[src/rtl/program_loader_if.sv]
// Bundle of the program loader's control, word-stream, instruction-memory and
// status signals; the loader takes the slave view, the driving side the master view.
interface program_loader_if;
    logic        load_start;
    logic [8:0]  load_len;
    logic        s_valid;
    logic [31:0] s_data;
    logic        s_ready;
    logic        imem_we;
    logic [31:0] imem_addr;
    logic [31:0] imem_wdata;
    logic        cpu_rst;
    logic        busy;
    logic        done;
    logic        err;
    logic [31:0] checksum;

    modport slave (
        input  load_start, load_len, s_valid, s_data,
        output s_ready, imem_we, imem_addr, imem_wdata,
               cpu_rst, busy, done, err, checksum
    );

    modport master (
        output load_start, load_len, s_valid, s_data,
        input  s_ready, imem_we, imem_addr, imem_wdata,
               cpu_rst, busy, done, err, checksum
    );
endinterface

[src/rtl/program_loader.sv]
// Streams a program into instruction memory, holding the CPU in reset while loading,
// then flushes for two cycles and releases the CPU.
module program_loader #(
    parameter int unsigned DEPTH     = 256,
    parameter logic [31:0] BASE_ADDR = 32'h0000_0000
) (
    input  logic            clk,
    input  logic            rst,
    program_loader_if.slave bus
);

    typedef enum logic [1:0] {
        IDLE  = 2'd0,
        LOAD  = 2'd1,
        FLUSH = 2'd2,
        RUN   = 2'd3
    } state_e;

    localparam logic [9:0] LEN_MAX = 10'(DEPTH);

    state_e      state_q, state_d;
    logic [8:0]  len_q, len_d;
    logic [8:0]  cnt_q, cnt_d;
    logic        flush_q, flush_d;
    logic        we_q, we_d;
    logic [31:0] addr_q, addr_d;
    logic [31:0] wdata_q, wdata_d;
    logic [31:0] sum_q, sum_d;
    logic        err_q, err_d;

    logic can_start;
    logic len_ok;
    logic start_ok;
    logic start_bad;
    logic word_acc;
    logic last_word;

    // load_start is only honoured while no load is in flight.
    assign can_start = (state_q == IDLE) || (state_q == RUN);
    assign len_ok    = (bus.load_len != 9'd0) && ({1'b0, bus.load_len} <= LEN_MAX);
    assign start_ok  = bus.load_start && can_start && len_ok;
    assign start_bad = bus.load_start && can_start && !len_ok;
    assign word_acc  = (state_q == LOAD) && bus.s_valid;
    assign last_word = (cnt_q == (len_q - 9'd1));

    // NOTE: every variable driven here gets a default first so no path infers a latch.
    always_comb begin
        state_d = state_q;
        len_d   = len_q;
        cnt_d   = cnt_q;
        flush_d = flush_q;
        we_d    = 1'b0;
        addr_d  = addr_q;
        wdata_d = wdata_q;
        sum_d   = sum_q;
        err_d   = err_q;

        unique case (state_q)
            IDLE, RUN: begin
                if (start_ok) begin
                    state_d = LOAD;
                    len_d   = bus.load_len;
                    cnt_d   = 9'd0;
                    sum_d   = 32'd0;
                    err_d   = 1'b0;
                end else if (start_bad) begin
                    err_d = 1'b1;
                end
            end

            LOAD: begin
                if (word_acc) begin
                    we_d    = 1'b1;
                    addr_d  = BASE_ADDR + {21'd0, cnt_q, 2'b00};
                    wdata_d = bus.s_data;
                    sum_d   = sum_q + bus.s_data;
                    cnt_d   = cnt_q + 9'd1;
                    if (last_word) begin
                        state_d = FLUSH;
                        flush_d = 1'b0;
                    end
                end
            end

            FLUSH: begin
                // Two cycles: the first carries the final write strobe.
                if (flush_q) begin
                    state_d = RUN;
                end else begin
                    flush_d = 1'b1;
                end
            end

            default: state_d = IDLE;
        endcase
    end

    // NOTE: sequential state uses non-blocking assignments so all registers update together.
    always_ff @(posedge clk or negedge rst) begin
        if (!rst) begin
            state_q <= IDLE;
            len_q   <= 9'd0;
            cnt_q   <= 9'd0;
            flush_q <= 1'b0;
            we_q    <= 1'b0;
            addr_q  <= BASE_ADDR;
            wdata_q <= 32'd0;
            sum_q   <= 32'd0;
            err_q   <= 1'b0;
        end else begin
            state_q <= state_d;
            len_q   <= len_d;
            cnt_q   <= cnt_d;
            flush_q <= flush_d;
            we_q    <= we_d;
            addr_q  <= addr_d;
            wdata_q <= wdata_d;
            sum_q   <= sum_d;
            err_q   <= err_d;
        end
    end

    assign bus.s_ready    = (state_q == LOAD);
    assign bus.busy       = (state_q == LOAD) || (state_q == FLUSH);
    assign bus.cpu_rst    = (state_q != RUN);
    assign bus.done       = (state_q == RUN);
    assign bus.err        = err_q;
    assign bus.imem_we    = we_q;
    assign bus.imem_addr  = addr_q;
    assign bus.imem_wdata = wdata_q;
    assign bus.checksum   = sum_q;

endmodule
[src/flat_wrapper.sv]
// flat-port wrapper written by rule: the top's interface ports become plain ports
module program_loader_flat 
#(
    parameter int unsigned DEPTH     = 256,
    parameter logic [31:0] BASE_ADDR = 32'h0000_0000
)
  (clk, rst, bus_load_start, bus_load_len, bus_s_valid, bus_s_data, bus_s_ready, bus_imem_we, bus_imem_addr, bus_imem_wdata, bus_cpu_rst, bus_busy, bus_done, bus_err, bus_checksum);
  program_loader_if bus_i ();
  input  logic clk;
  input  logic rst;
  input wire logic [$bits(bus_i.load_start)-1:0] bus_load_start;
  input wire logic [$bits(bus_i.load_len)-1:0] bus_load_len;
  input wire logic [$bits(bus_i.s_valid)-1:0] bus_s_valid;
  input wire logic [$bits(bus_i.s_data)-1:0] bus_s_data;
  output wire logic [$bits(bus_i.s_ready)-1:0] bus_s_ready;
  output wire logic [$bits(bus_i.imem_we)-1:0] bus_imem_we;
  output wire logic [$bits(bus_i.imem_addr)-1:0] bus_imem_addr;
  output wire logic [$bits(bus_i.imem_wdata)-1:0] bus_imem_wdata;
  output wire logic [$bits(bus_i.cpu_rst)-1:0] bus_cpu_rst;
  output wire logic [$bits(bus_i.busy)-1:0] bus_busy;
  output wire logic [$bits(bus_i.done)-1:0] bus_done;
  output wire logic [$bits(bus_i.err)-1:0] bus_err;
  output wire logic [$bits(bus_i.checksum)-1:0] bus_checksum;
  assign bus_i.load_start = bus_load_start;
  assign bus_i.load_len = bus_load_len;
  assign bus_i.s_valid = bus_s_valid;
  assign bus_i.s_data = bus_s_data;
  assign bus_s_ready = bus_i.s_ready;
  assign bus_imem_we = bus_i.imem_we;
  assign bus_imem_addr = bus_i.imem_addr;
  assign bus_imem_wdata = bus_i.imem_wdata;
  assign bus_cpu_rst = bus_i.cpu_rst;
  assign bus_busy = bus_i.busy;
  assign bus_done = bus_i.done;
  assign bus_err = bus_i.err;
  assign bus_checksum = bus_i.checksum;
  program_loader #(.DEPTH(DEPTH), .BASE_ADDR(BASE_ADDR)) u_core (.clk(clk), .rst(rst), .bus(bus_i));
endmodule
[config.mk]
export PLATFORM = sky130hd
export DESIGN_NAME = program_loader_flat
export DESIGN_NICKNAME = d
export VERILOG_FILES = /design/src/rtl/program_loader_if.sv /design/src/rtl/program_loader.sv /design/src/flat_wrapper.sv
export SDC_FILE = /design/constraint.sdc
export NUM_CORES = 1
export LEC_CHECK = 0
export ABC_AREA = 1
export CORE_MARGIN = 2
export CORE_UTILIZATION = 41
export CTS_CLUSTER_SIZE = 12
export DETAILED_ROUTE_END_ITERATION = 7
export PLACE_DENSITY = 0.7
export SYNTH_ARGS = -nofsm -noshare
export SYNTH_HDL_FRONTEND = slang
export SYNTH_SLANG_ARGS = --single-unit
[constraint.sdc]
create_clock -name clk -period 2.6 [get_ports clk]
set_input_delay 0.39 -clock clk [delete_from_list [all_inputs] [get_ports clk]]
set_output_delay 0.39 -clock clk [all_outputs]
set_load 0.005 [all_outputs]
==> flow_summary.json <==
{
  "antenna_found_initial": 0,
  "fin_total_pwr_mw": 8.084,
  "die_w_um": 129.3,
  "via_count": 6053,
  "layout.cells.most_common": "nand2_1",
  "finalClockSkew_ns": 0.008800,
  "final_area_um2": 8198,
  "status": "completed",
  "p_sw_frac": 0.4348,
  "cts_sinks": 96,
  "grt_pass1_wl_mm": 28.84,
  "cpMostUsedCell": "nand2_1",
  "cts_tree": "done",
  "p_sw_mw": 3.515,
  "rsz0062_at_grt": "false",
  "syn_inst": 922,
  "fin_tns_setup_ns": 0,
  "post_drt_wl_per_cell_um": 14.03,
  "core_region_area_um2": 15260,
  "hp-class": "input pin to async pin",
  "ios": 147,
  "powerDensity_nw_per_um2": 986.1,
  "register_area_um2": 2402,
  "power.internal_mw": 4.569,
  "synth_area_leaders": "dfrtp_1 (37%), nand2_1 (23%), ha_1 (7.2%)",
  "root_buffer": "clkbuf_16",
  "final.period_utilization": 0.8575,
  "start_util": 0.4216,
  "hold_viol": 0,
  "cp_cell_sequence": "clkdlybuf4s50_1 -> ha_1 -> a21oi_1 -> inv_1 -> nor2_1 -> nand2_1 -> nand2_1 -> nand2_1 -> or2_2 -> nand3_1 -> nand2_1",
  "final_cell_mix": "nand2_1 (393), clkdlybuf4s50_1 (122), dfrtp_1 (96), inv_1 (90), nor2_1 (68)",
  "grt_max_degree": 39,
  "cp_data_arrival_time_ns": 2.49,
  "ys_warn_count": 0,
  "track_usage": 0.2205,
  "worst_skew_pair.late_latency_ns": 0.36,
  "fin_crit_ns": 2.229,
  "netlist_area_um2": 6432,
  "crit_type": "input pin to flip-flop",
  "syn_to_final_growth_pct": 27.45,
  "path_buf_inv": 2,
  "power_frac_clock": 0.169,
  "cts_buffers": 9,
  "ys_seq_elements": 96,
  "p_seq_frac": 0.296,
  "power_frac_comb": 0.536,
  "antenna_left": 0,
  "grt_pass1_vias": 5709,
  "dp_hpwl_mm": 13.77,
  "peakVddDrop_mv": 0.4028,
  "port_buffers": 123,
  "worst_ep_required_time_ns": 2.86,
  "drt-total-wl_mm": 17.81,
  "synth_top_cell_area_share": 0.3735,
  "setup_ws_ns": 0.3706,
  "cts_setup_buffers": 0,
  "muxShareOfSynthArea": 0,
  "first_pass_iters": 5,
  "crit_fanout": 5,
  "multi_input_area_um2": 3500,
  "htreeDepth": 3,
  "endpoint_kind": "flip-flop",
  "clkTransAtPathRegs_ns": 0.08,
  "final_layout_size_suffix_gt1_frac": 0.04910,
  "yosysTopAreaCell": "dfrtp_1",
  "cts_buffer_depth": 2,
  "finalMaxSlewViolations": 0,
  "max_cap_violations": 0,
  "dpl_cell_area_um2": 7894,
  "nFillCells": 1515,
  "diodes": 0,
  "critPathLaunchType": "input pin",
  "gr-total-overflow": 0,
  "drtIter0Drc": 372,
  "syn_area_per_cell_um2": 6.977,
  "synth_compound_area_frac": 0.07100,
  "rows": 45,
  "die_h_um": 129.3,
  "leakage_nw": 4.325,
  "fin_nets": 1137,
  "slowest_stage": "clkdlybuf4s50_1",
  "viasPerCell": 4.766,
  "post-place-ws_ns": 0.01931,
  "drc_errors": 0,
  "final-setup-viol-count": 0,
  "yosysUniqueCellTypes": 32,
  "fin_util": 0.5373,
  "dieArea_um2": 16710,
  "synth_xor_area_frac": 0.03618,
  "crit_family": "simple AND/OR/NAND/NOR gates",
  "synth_top_family_by_area": "simple AND/OR/NAND/NOR gates",
  "cpPeakStageDelay_ns": 0.44,
  "gp_congestion": 0.8957,
  "synthAdderAreaFrac": 0.07508,
  "max_clock_freq_ghz": 0.4486,
  "yosysSeqAreaShare": 0.3735,
  "synthSimpleGateAreaFrac": 0.3484
}
path summary, 6_finish.rpt:
kind	from	end	slack [ns]	cells past startpoint
hold / removal	rst	u_core.bus.imem_addr[10]$_DFFE_PN0P_	0.45	2
hold reg to reg	u_core.flush_q$_DFFE_PN0P_	u_core.flush_q$_DFFE_PN0P_	0.48	2
setup reg to reg	u_core.bus.checksum[6]$_DFFE_PN0P_	u_core.bus.checksum[15]$_DFFE_PN0P_	0.43	10
min in group clk	u_core.flush_q$_DFFE_PN0P_	u_core.flush_q$_DFFE_PN0P_	0.48	2
max in group asynchronous	rst	u_core.bus.imem_we$_DFF_PN0_	1.56	3
setup / recovery	bus_s_data[6]	u_core.bus.checksum[15]$_DFFE_PN0P_	0.37	11
power by group through the flow:
| stage | Combinational (mW) | Sequential, mW | Clock (mW) |
|---|---|---|---|
| 2_1_floorplan | 2.59 | 2.37 | 0 |
| 3_3_place_gp | 4.27 | 2.41 | 0 |
| 3_5_place_dp | 4.34 | 2.40 | 0 |
| 4_1_cts | 4.37 | 2.39 | 1.40 |
| 5_1_grt | 4.89 | 2.45 | 1.45 |
| 6_report | 4.33 | 2.39 | 1.36 |
sequential cells by signal (all words and copies together), names as in the netlist:
register / cells
u_core.bus.checksum: 32
u_core.bus.err: 1
u_core.bus.imem_addr: 9
u_core.bus.imem_wdata: 32
u_core.bus.imem_we: 1
u_core.cnt_q: 9
u_core.flush_q: 1
u_core.len_q: 9
u_core.state_q: 2
Yosys cell counts, drive strengths merged:
master  count
nor3        4
nor3b       1
clkbuf      8
o21ai      45
or2         3
o21bai      4
dfrtp      96
a21oi      39
nor4        2
a31oi       1
xnor2       2
ha         37
nand3      53
xor2       22
nand4       5
fa          1
nand2     395
nand3b      8
buf        32
inv        93
xnor3       1
nor2       69
conb        1
cell type report:
class                           instances  share of cell area
Multi-Input combinational cell        715              0.4269
Clock buffer                            9             0.02747
Sequential cell                        96              0.2930
Inverter                               93             0.04258
Clock inverter                          7            0.008394
Timing Repair Buffer                  139              0.1694
Tap cell                              211             0.03220
through the flow:
step | cells | hold slack (ns)
3_5_place_dp | 1253 | 0.2978
5_1_grt | 1270 | 0.4785
4_1_cts | 1270 | 0.4541
2_1_floorplan | 944 | 0.09441
3_3_place_gp | 1253 | 0.2980
6_report | 1270 | 0.4486
cell families after synthesis:
| family | after synthesis |
|---|---|
| simple gates | 540 |
| flops | 96 |
| xor+xnor | 25 |
| compound gates | 89 |
| fa+ha+maj | 38 |
| other cells | 1 |
| buf+inv | 133 |
per-layer routing:
metal | track usage | vias up | wire (um)
li1 | - | 3124 | -
met2 | 0.3632 | 160 | 8414
met3 | 0.03055 | 17 | 784
met5 | 0 | - | 0
met4 | 0.06650 | 0 | 264
met1 | 0.3030 | 2752 | 8350
timing repair:
item                                    4_1_cts  5_1_grt
resized for setup                             0        0
endpoints found under the setup margin        0        0
hold buffers                                  1        0
endpoints found under the hold margin        18        0
(Power assumes the default switching activity.)
